`src/rtl/instruction_fetch.sv`:
```
// Instruction fetch stage: boot delay, sequential PC, redirect/flush and a
// one-entry output register handshaking with decode.
module instruction_fetch #(
    parameter logic [31:0] RESET_PC    = 32'h0000_0000,
    parameter int unsigned BOOT_CYCLES = 2
) (
    input  logic        clk,
    input  logic        rst_n,
    input  logic        fetch_en,
    input  logic        redirect_valid,
    input  logic [31:0] redirect_pc,
    output logic [31:0] imem_addr,
    input  logic [31:0] imem_instr,
    output logic        if_valid,
    input  logic        if_ready,
    output logic [31:0] if_pc,
    output logic [31:0] if_instr,
    output logic        if_misalign,
    output logic [31:0] fetch_count
);

    localparam int unsigned    CNT_W     = 4;
    localparam int unsigned    WADDR_W   = 30;
    localparam logic [31:0]    NOP_INSTR = 32'h0000_0013;
    localparam logic [WADDR_W-1:0] RESET_WPC = RESET_PC[31:2];
    localparam logic [CNT_W-1:0]   BOOT_LAST = CNT_W'(BOOT_CYCLES - 1);

    typedef enum logic [1:0] {
        ST_BOOT,
        ST_RUN,
        ST_HALT
    } state_t;

    state_t             state_q, state_d;
    logic [CNT_W-1:0]   boot_cnt_q, boot_cnt_d;
    logic [WADDR_W-1:0] pc_q, pc_d;
    logic               if_valid_q, if_valid_d;
    logic [31:0]        if_pc_q, if_pc_d;
    logic [31:0]        if_instr_q, if_instr_d;
    logic               if_misalign_q, if_misalign_d;
    logic [31:0]        fetch_count_q, fetch_count_d;

    logic handshake_c;
    logic load_c;

    // pc is kept as a word address so the byte address is aligned by construction
    assign imem_addr   = {pc_q, 2'b00};
    assign handshake_c = if_valid_q && if_ready;
    assign load_c      = (state_q == ST_RUN) && fetch_en && !redirect_valid
                         && (!if_valid_q || if_ready);

    always_comb begin
        state_d       = state_q;
        boot_cnt_d    = boot_cnt_q;
        pc_d          = pc_q;
        if_valid_d    = if_valid_q;
        if_pc_d       = if_pc_q;
        if_instr_d    = if_instr_q;
        if_misalign_d = 1'b0;
        fetch_count_d = fetch_count_q + (handshake_c ? 32'd1 : 32'd0);

        case (state_q)
            ST_BOOT: begin
                if_valid_d = 1'b0;
                if (boot_cnt_q == BOOT_LAST) begin
                    state_d    = ST_RUN;
                    boot_cnt_d = '0;
                end else begin
                    boot_cnt_d = boot_cnt_q + CNT_W'(1);
                end
            end
            ST_RUN: begin
                if (!fetch_en && (!if_valid_q || if_ready)) begin
                    state_d = ST_HALT;
                end
                if (load_c) begin
                    if_pc_d    = {pc_q, 2'b00};
                    if_instr_d = imem_instr;
                    if_valid_d = 1'b1;
                    pc_d       = pc_q + WADDR_W'(1);
                end else if (handshake_c) begin
                    if_valid_d = 1'b0;
                end
            end
            ST_HALT: begin
                if (fetch_en) begin
                    state_d = ST_RUN;
                end
                if (handshake_c) begin
                    if_valid_d = 1'b0;
                end
            end
            default: begin
                state_d    = ST_BOOT;
                boot_cnt_d = '0;
                if_valid_d = 1'b0;
            end
        endcase

        // Redirect overrides any load or drain decided above and flushes the output
        if (redirect_valid) begin
            pc_d          = redirect_pc[31:2];
            if_valid_d    = 1'b0;
            if_misalign_d = |redirect_pc[1:0];
        end
    end

    always_ff @(posedge clk or negedge rst_n) begin
        if (!rst_n) begin
            state_q       <= ST_BOOT;
            boot_cnt_q    <= '0;
            pc_q          <= RESET_WPC;
            if_valid_q    <= 1'b0;
            if_pc_q       <= '0;
            if_instr_q    <= NOP_INSTR;
            if_misalign_q <= 1'b0;
            fetch_count_q <= '0;
        end else begin
            state_q       <= state_d;
            boot_cnt_q    <= boot_cnt_d;
            pc_q          <= pc_d;
            if_valid_q    <= if_valid_d;
            if_pc_q       <= if_pc_d;
            if_instr_q    <= if_instr_d;
            if_misalign_q <= if_misalign_d;
            fetch_count_q <= fetch_count_d;
        end
    end

    assign if_valid    = if_valid_q;
    assign if_pc       = if_pc_q;
    assign if_instr    = if_instr_q;
    assign if_misalign = if_misalign_q;
    assign fetch_count = fetch_count_q;

endmodule

```
`config.mk`:
```
export PLATFORM = sky130hd
export DESIGN_NAME = instruction_fetch
export DESIGN_NICKNAME = d
export VERILOG_FILES = /design/src/rtl/instruction_fetch.sv
export SDC_FILE = /design/constraint.sdc
export NUM_CORES = 1
export LEC_CHECK = 0
export ABC_AREA = 1
export CORE_ASPECT_RATIO = 1.1
export CORE_MARGIN = 8
export CORE_UTILIZATION = 25
export CTS_CLUSTER_DIAMETER = 200
export DETAILED_ROUTE_END_ITERATION = 10
export GPL_ROUTABILITY_DRIVEN = 0
export HOLD_SLACK_MARGIN = 0.1
export SLEW_MARGIN = 5
export SYNTH_ARGS = -nofsm -noshare
export SYNTH_HDL_FRONTEND = slang
export SYNTH_SLANG_ARGS = --single-unit
```
`constraint.sdc`:
```
create_clock -name clk -period 2.29 [get_ports clk]
set_clock_uncertainty 0.2 [all_clocks]
set_input_delay 0.458 -clock clk [delete_from_list [all_inputs] [get_ports clk]]
set_output_delay 0.458 -clock clk [all_outputs]
set_load 0.02 [all_outputs]
```
======== Word-level counts from Yosys, hierarchy flattened ========
Index checks and enable logic that the tools add are counted.
word-level totals
  input bits .............................. 69
  register bits after elaboration ......... 132
  logic and storage cells ................. 49
  output and inout bits ................... 130
cells by class
  mux-type cells .......................... 15
  equal/unequal tests ..................... 6
  add/subtract/negate cells ............... 3
  reduce and logical (&&, ||, !) cells .... 17
operator list
  operator               number
  $mux 30                3
  $add 32x1->32          1
  $add 30x1->30 const B  1
  $pmux 4 s2             1
  $mux 2                 3
  $pmux 2 s3             1
  $logic_and 1x1->1      5
  $mux 1                 5
  $add 4x1->4 const B    1
  $eq 4x1->1 const B     1
  $mux 4                 1
  $ne 2x2->1 const B     2
  $reduce_and 2->1       2
  $reduce_bool 2->1      2
  $reduce_or 2->1        2
  $logic_not 1->1        3
  $reduce_and 3->1       1
  $eq 2x1->1 const B     1
  $eq 2x2->1 const B     1
  $logic_not 2->1        1
  $ne 2x1->1 const B     1
  $pmux 1 s2             1
  $logic_or 1x1->1       1

======== Longest topological paths before layout ========
Gate-level depths: netlist (run 1).
  depth after elaboration ................. 7
  mapped depth ............................ 12
  mapped depth without buffers ............ 11

======== Least setup slack after synthesis (run 1) ========
No wires, ideal clock.
  path kind ............................... reg-to-reg
  from .................................... register if_valid_q, in the netlist if_valid
  to ...................................... register fetch_count_q[30], in the netlist fetch_count[30]
  library setup time ...................... 129 ps
  data required time ...................... 1961 ps
  arrival ................................. 1629 ps
  cell stages (with the launch flop) ...... 11
  setup slack ............................. 332 ps
  period minus slack after synthesis ...... 1958 ps
  cell sequence ........................... dfrtp_1 nand2_1 inv_1 ha_1 ha_1 nand3_1 nor2_1 inv_1 nor2_1 nand2_1 xnor2_1
between the ends
  longest elaborated chain between the ends .. 3
RTL lines
  element                 line  source
  from (decl)             37    logic if_valid_q, if_valid_d;
  from (signal assigned)  122   if_valid_q <= if_valid_d;
  $logic_and 1x1->1       48    assign handshake_c = if_valid_q && if_ready;
  $mux 1                  60    fetch_count_d = fetch_count_q + (handshake_c ? 32'd1 : 32'd0);
  $add 32x1->32           60
  via fetch_count_d[30]   41    logic [31:0] fetch_count_q, fetch_count_d;
  to (signal assigned)    126   fetch_count_q <= fetch_count_d;
  to (decl)               41
The timed path passes the listed nets, and every way through them passes these cells.
A chain may end at the register's enable or synchronous reset.

======== Worst setup path after layout (run 1) ========
  from .................................... register fetch_count_q[14], in the netlist fetch_count[14]
  to ...................................... output port fetch_count[14]
RTL lines
  element    line  source
  to (decl)  19    output logic [31:0] fetch_count
No word-level cell between the ends.

==> results of run 1 <==
-- final cells by class --
| class | count | area (sq um) | share of cell area, % |
|---|---|---|---|
| clock inverters | 14 | 141 | 1.44 |
| flip-flops and latches | 132 | 3310 | 33.8 |
| well taps | 352 | 440 | 4.49 |
| multi-input cells | 597 | 2930 | 29.9 |
| repair buffers | 226 | 2280 | 23.2 |
| inverters | 73 | 274 | 2.80 |
| clock buffers | 18 | 429 | 4.38 |
-- Yosys cell counts, types with 5 or more instances --
library cell  instances  area share [%]
nand2_1             299              17
dfrtp_1             129              48
nor2_1               88             5.0
inv_1                67             3.8
nand3_1              38             2.9
o21ai_0              35             2.6
xor2_1               25             3.3
xnor2_1              14             1.8
nand4_1              13             1.2
buf_2                11            0.83
nor2_4                9             1.5
ha_1                  8             1.5
nor3_1                7            0.53
o21ai_1               7            0.53
inv_2                 6            0.34
a21oi_1               5            0.38
buf_4                 5            0.56
nand2_2               5            0.47
o21bai_1              5            0.56
-- metrics by stage --
stage	power [W]	util [%]	instance area, sq um	setup TNS (ns)
3_5_place_dp	0.00771	35.3	9220	-1.74
6_report	0.0103	37.5	9800	0
5_1_grt	0.0110	37.5	9800	0
4_1_cts	0.0105	37.5	9800	0
3_3_place_gp	0.00766	35.3	9220	-1.24
2_1_floorplan	0.00558	-	6670	0
-- per-layer routing --
layer	vias up	part of all wire (%)	GRT usage (%)
met5	-	0	0
met4	0	1.3	3.82
met3	23	9.8	5.30
met2	200	47	22.7
met1	2841	42	16.5
li1	3041	-	-
-- placed cells by master, fill, tap and decap left out, types with 6 or more instances in the layout --
master,instances
xnor2_1,14
nand3_1,38
buf_4,24
nor3_1,7
ha_1,8
nor2_4,9
clkbuf_16,17
inv_2,6
nand4_1,13
o21ai_1,7
inv_6,7
nand2_1,299
dfrtp_1,128
buf_12,7
o21ai_0,35
nor2_1,88
inv_1,67
xor2_1,25
clkdlybuf4s50_1,189
-- kinds of logic (layout without fill, tap and decap cells) --
family	count (synthesis)	after routing	share of synthesized area, %
compound gates	65	65	5.64
flops	132	132	49.7
other cells	1	4	0.0563
simple gates	481	481	31.6
buf+inv	99	331	6.45
xor+xnor	39	39	5.13
fa+ha+maj	8	8	1.50
-- what timing repair did --
item                       CTS  global route
setup buffers                0             0
setup endpoints to repair    2             3
hold buffers                 1             0
hold endpoints to repair    36             0
resized for setup            2             3
-- worst paths after layout --
check,cells after the start,to,from,slack (ns)
worst max-delay path,1,fetch_count[14],fetch_count[14],0.07
worst min-delay path,2,if_instr[4],if_instr[4],0.26
worst max register to register,10,pc_q[24],pc_q[1],0.35
worst min register to register,2,if_instr[4],if_instr[4],0.26
max in group asynchronous,3,if_pc[21],rst_n,0.91
min in group asynchronous,2,fetch_count[26],rst_n,0.32
-- report_power, final --
part           internal, W  switching [W]
Sequential         0.00305       0.000531
Clock              0.00153        0.00116
Combinational      0.00179        0.00225
-- sequential cells by signal, indices dropped and copies added, names as in the netlist --
name         cells
if_pc           30
if_valid         1
if_instr        32
state_q          2
pc_q            30
if_misalign      1
boot_cnt_q       4
fetch_count     32
==> run metrics, run 1 <==
result of the run=completed; fraction of registers with async set/reset=100%; Die X=172 um; Cell Count, Final, Fillers Out=1412; crit-path leading delay family=buffers and inverters; Highest Clock Rate=0.450 GHz; routed wire length=22000 um; number of nets with antenna violations after routing=0; Starting Density=25.5%; Hold Path Class=register to register; WP buf/inv=1; PortBufs=194; core area=26100 sq um; yosys synthesis warning count=0; WP data arrival=1.56 ns; CTS buffer count=17; DR vias/cell=4.32; FP Rows=62; top_reg_cell synth=dfrtp_1; Tcrit/Tclk final=97.0%; WS Path Type=register to output pin; first-pass GRT wire length=35000 um; Worst path max stage delay=0.67 ns; CTS root buf=clkbuf_16; post-synthesis cell type count=41; Place WS=-0.214 ns; critical-path cell list=clkdlybuf4s50_1; maxcap violations=0; Die Ht=187 um; DR vias=6105; share of cells above drive strength 1=9.53%; Critical Path Source Type=register; CTS tree=done; worst hold slack=0.261 ns; DR iter-0 viols=454; register area share after synthesis=49.7%; vias in the first global route=6322; Clk Latency, worst-skew pair=0.41 ns; DR pass1 iterations=7; DR DRC count=0; final hold violations=0; number of enable flip-flop cells after synthesis=0; VDD IR max=0.519 mV; slowest CP cell=clkdlybuf4s50_1; Yosys reg bits=132; Final Max Slew Viols=0; num ports=199; TritonCTS Sinks=132; Mapped Area=6660 sq um; ANT cells=0; Final nets=1124; Tot GR Track Use=13.8%; WL per Instance=15.6 um; worst-path fanout max=5; area of the die=32100 sq um; CP endpoint kind=output pin; Clk pin slew, worst setup/hold paths=0.07 ns; crit path time final=2.22 ns; dpl cells=1379; RSZ-0062 raised after global routing=no; final setup fails=0; LEAKAGE=4.50 nW; largest net degree at the start of global routing=41; worst setup margin=0.0697 ns; Longest Clk Path Bufs=2; gr ovfl total=0; power per cell area=1050 nW/um^2; critical path data required time=1.63 ns; antenna violations before repair=0; synth-to-layout area growth=47.2%; dpl hpwl=17100 um; H-tree depth=4; Fillers=2676; syn_area_per_cell=8.07 sq um; Post-Syn Instances=825
Power figures use the tool's default switching activity.
==> run 2: changes to the inputs <==
Settings changed: ABC_CLOCK_PERIOD_IN_PS set to 2290, CTS_CLUSTER_DIAMETER 200 to 100.
==> results of run 2 <==
Same layout as run 1: the final DEF is identical, and so are final timing and power.
==> run 3: changes to the inputs <==
Settings changed: CORE_ASPECT_RATIO 1.1 to 2.
==> run 3 against run 2 <==
Against the previous run:
- global-route usage increased by 0.84 points
- worst hold slack got worse by 0.031 ns
- sequential power is essentially flat
- setup slack got worse by 0.026 ns
- register-to-register slack got worse by 0.07 ns
- wire length increased by 7.7%
- combinational power barely moved
- first-iteration DRC count is 36% lower
- maximum frequency down 1.1%
- utilization fell by 0.35 points
- critical path depth unchanged
- critical endpoint is now fetch_count[13]
==> run metrics, run 3 (synthesis gave the netlist of run 1 again) <==
dpl cells=1374; VDD IR max=0.529 mV; DR vias=6146; TNS Setup=0 ns; DR pass1 iterations=4; worst setup margin=0.0439 ns; FP Rows=84; Clk Latency, worst-skew pair=0.43 ns; DR DRC count=0; CTS tree=done; Highest Clock Rate=0.445 GHz; most common cell after layout, fill and taps aside=nand2_1; Worst path max stage delay=0.68 ns; Max-slew headroom=65.9%; final hold violations=0; largest net degree at the start of global routing=64; WL per Instance=16.8 um; final core utilization=37.1%; Longest Clk Path Bufs=2; Starting Density=25.3%; num ports=199; synth-to-layout area growth=46.6%; result of the run=completed; Final Max Slew Viols=0; Die Ht=247 um; Cell Count, Final, Fillers Out=1408; DR vias/cell=4.37; worst-path fanout max=5; antenna violations before repair=1; PortBufs=194; critical path data required time=1.63 ns; number of nets with antenna violations after routing=0; CTS root buf=clkbuf_16; power per cell area=1050 nW/um^2; WS Path Type=register to output pin; WP data arrival=1.59 ns; post-CTS setup repair buffer count=0; gr ovfl total=0; Final nets=1127; TritonCTS Sinks=132; Critical Path Source Type=register; Clk pin slew, worst setup/hold paths=0.06 ns; maxcap violations=0; LEAKAGE=4.50 nW; area of the die=32400 sq um; Place WS=-0.235 ns; critical-path cell list=clkdlybuf4s50_1; CP endpoint kind=output pin; crit path time final=2.25 ns; DR iter-0 viols=292; core area=26300 sq um; most frequent cells in the layout=nand2_1, clkdlybuf4s50_1, dfrtp_1, nor2_1, inv_1; CTS buffer count=17; Die X=131 um; Tot GR Track Use=14.7%; WP buf/inv=1; Tcrit/Tclk final=98.1%; share of cells above drive strength 1=9.69%; final setup fails=0; dpl hpwl=18800 um; r2r setup slk=0.28 ns; routed wire length=23700 um; Least-Margin Pin Slew=0.506 ns; slowest CP cell=clkdlybuf4s50_1; crit-path leading delay family=buffers and inverters; H-tree depth=4; post-layout total power=0.0102 W; vias in the first global route=6443; first-pass GRT wire length=36700 um; Hold Path Class=input pin to asynchronous set/reset pin; RSZ-0062 raised after global routing=no
run 3: path summary, 6_finish.rpt:
kind                            startpoint               to  cells past startpoint
min in group clk               if_instr[0]      if_instr[0]                      2
max reg2reg                       if_valid  fetch_count[30]                     10
min                                  rst_n  fetch_count[17]                      2
min reg2reg                    if_instr[0]      if_instr[0]                      2
max in group asynchronous            rst_n        if_pc[20]                      3
max                        fetch_count[13]  fetch_count[13]                      1
run 3: metrics by stage:
| step | cell area (sq um) | hold slack (ns) |
|---|---|---|
| 5_1_grt | 9760 | 0.251 |
| 2_1_floorplan | 6670 | -0.0376 |
| 3_3_place_gp | 9190 | 0.113 |
| 6_report | 9760 | 0.230 |
| 3_5_place_dp | 9190 | 0.118 |
| 4_1_cts | 9750 | 0.225 |
run 3: what timing repair did:
action,in CTS,in global routing
hold buffers,1,0
setup endpoints to repair,6,3
endpoints found under the hold margin,129,0
gates resized for setup,6,3
run 3: metal layers:
layer	part of all wire (%)	track usage [%]	vias up
met1	36	14.5	2894
met5	0	0	-
met4	4.4	8.87	0
li1	-	-	3042
met2	55	27.5	166
met3	4.7	3.23	44
run 3: final cells by class:
class,count,area (sq um)
fillers,2767,16500
flip-flops and latches,132,3310
multi-input cells,597,2930
repair buffers,229,2260
clock buffers,19,443
well taps,344,430
inverters,73,274
clock inverters,13,113
diodes,1,2.50
run 3: power breakdown:
group	switching, W	internal, W	total, W
clock network	0.00109	0.00151	0.00261
registers	0.000531	0.00305	0.00358
logic	0.00229	0.00177	0.00406
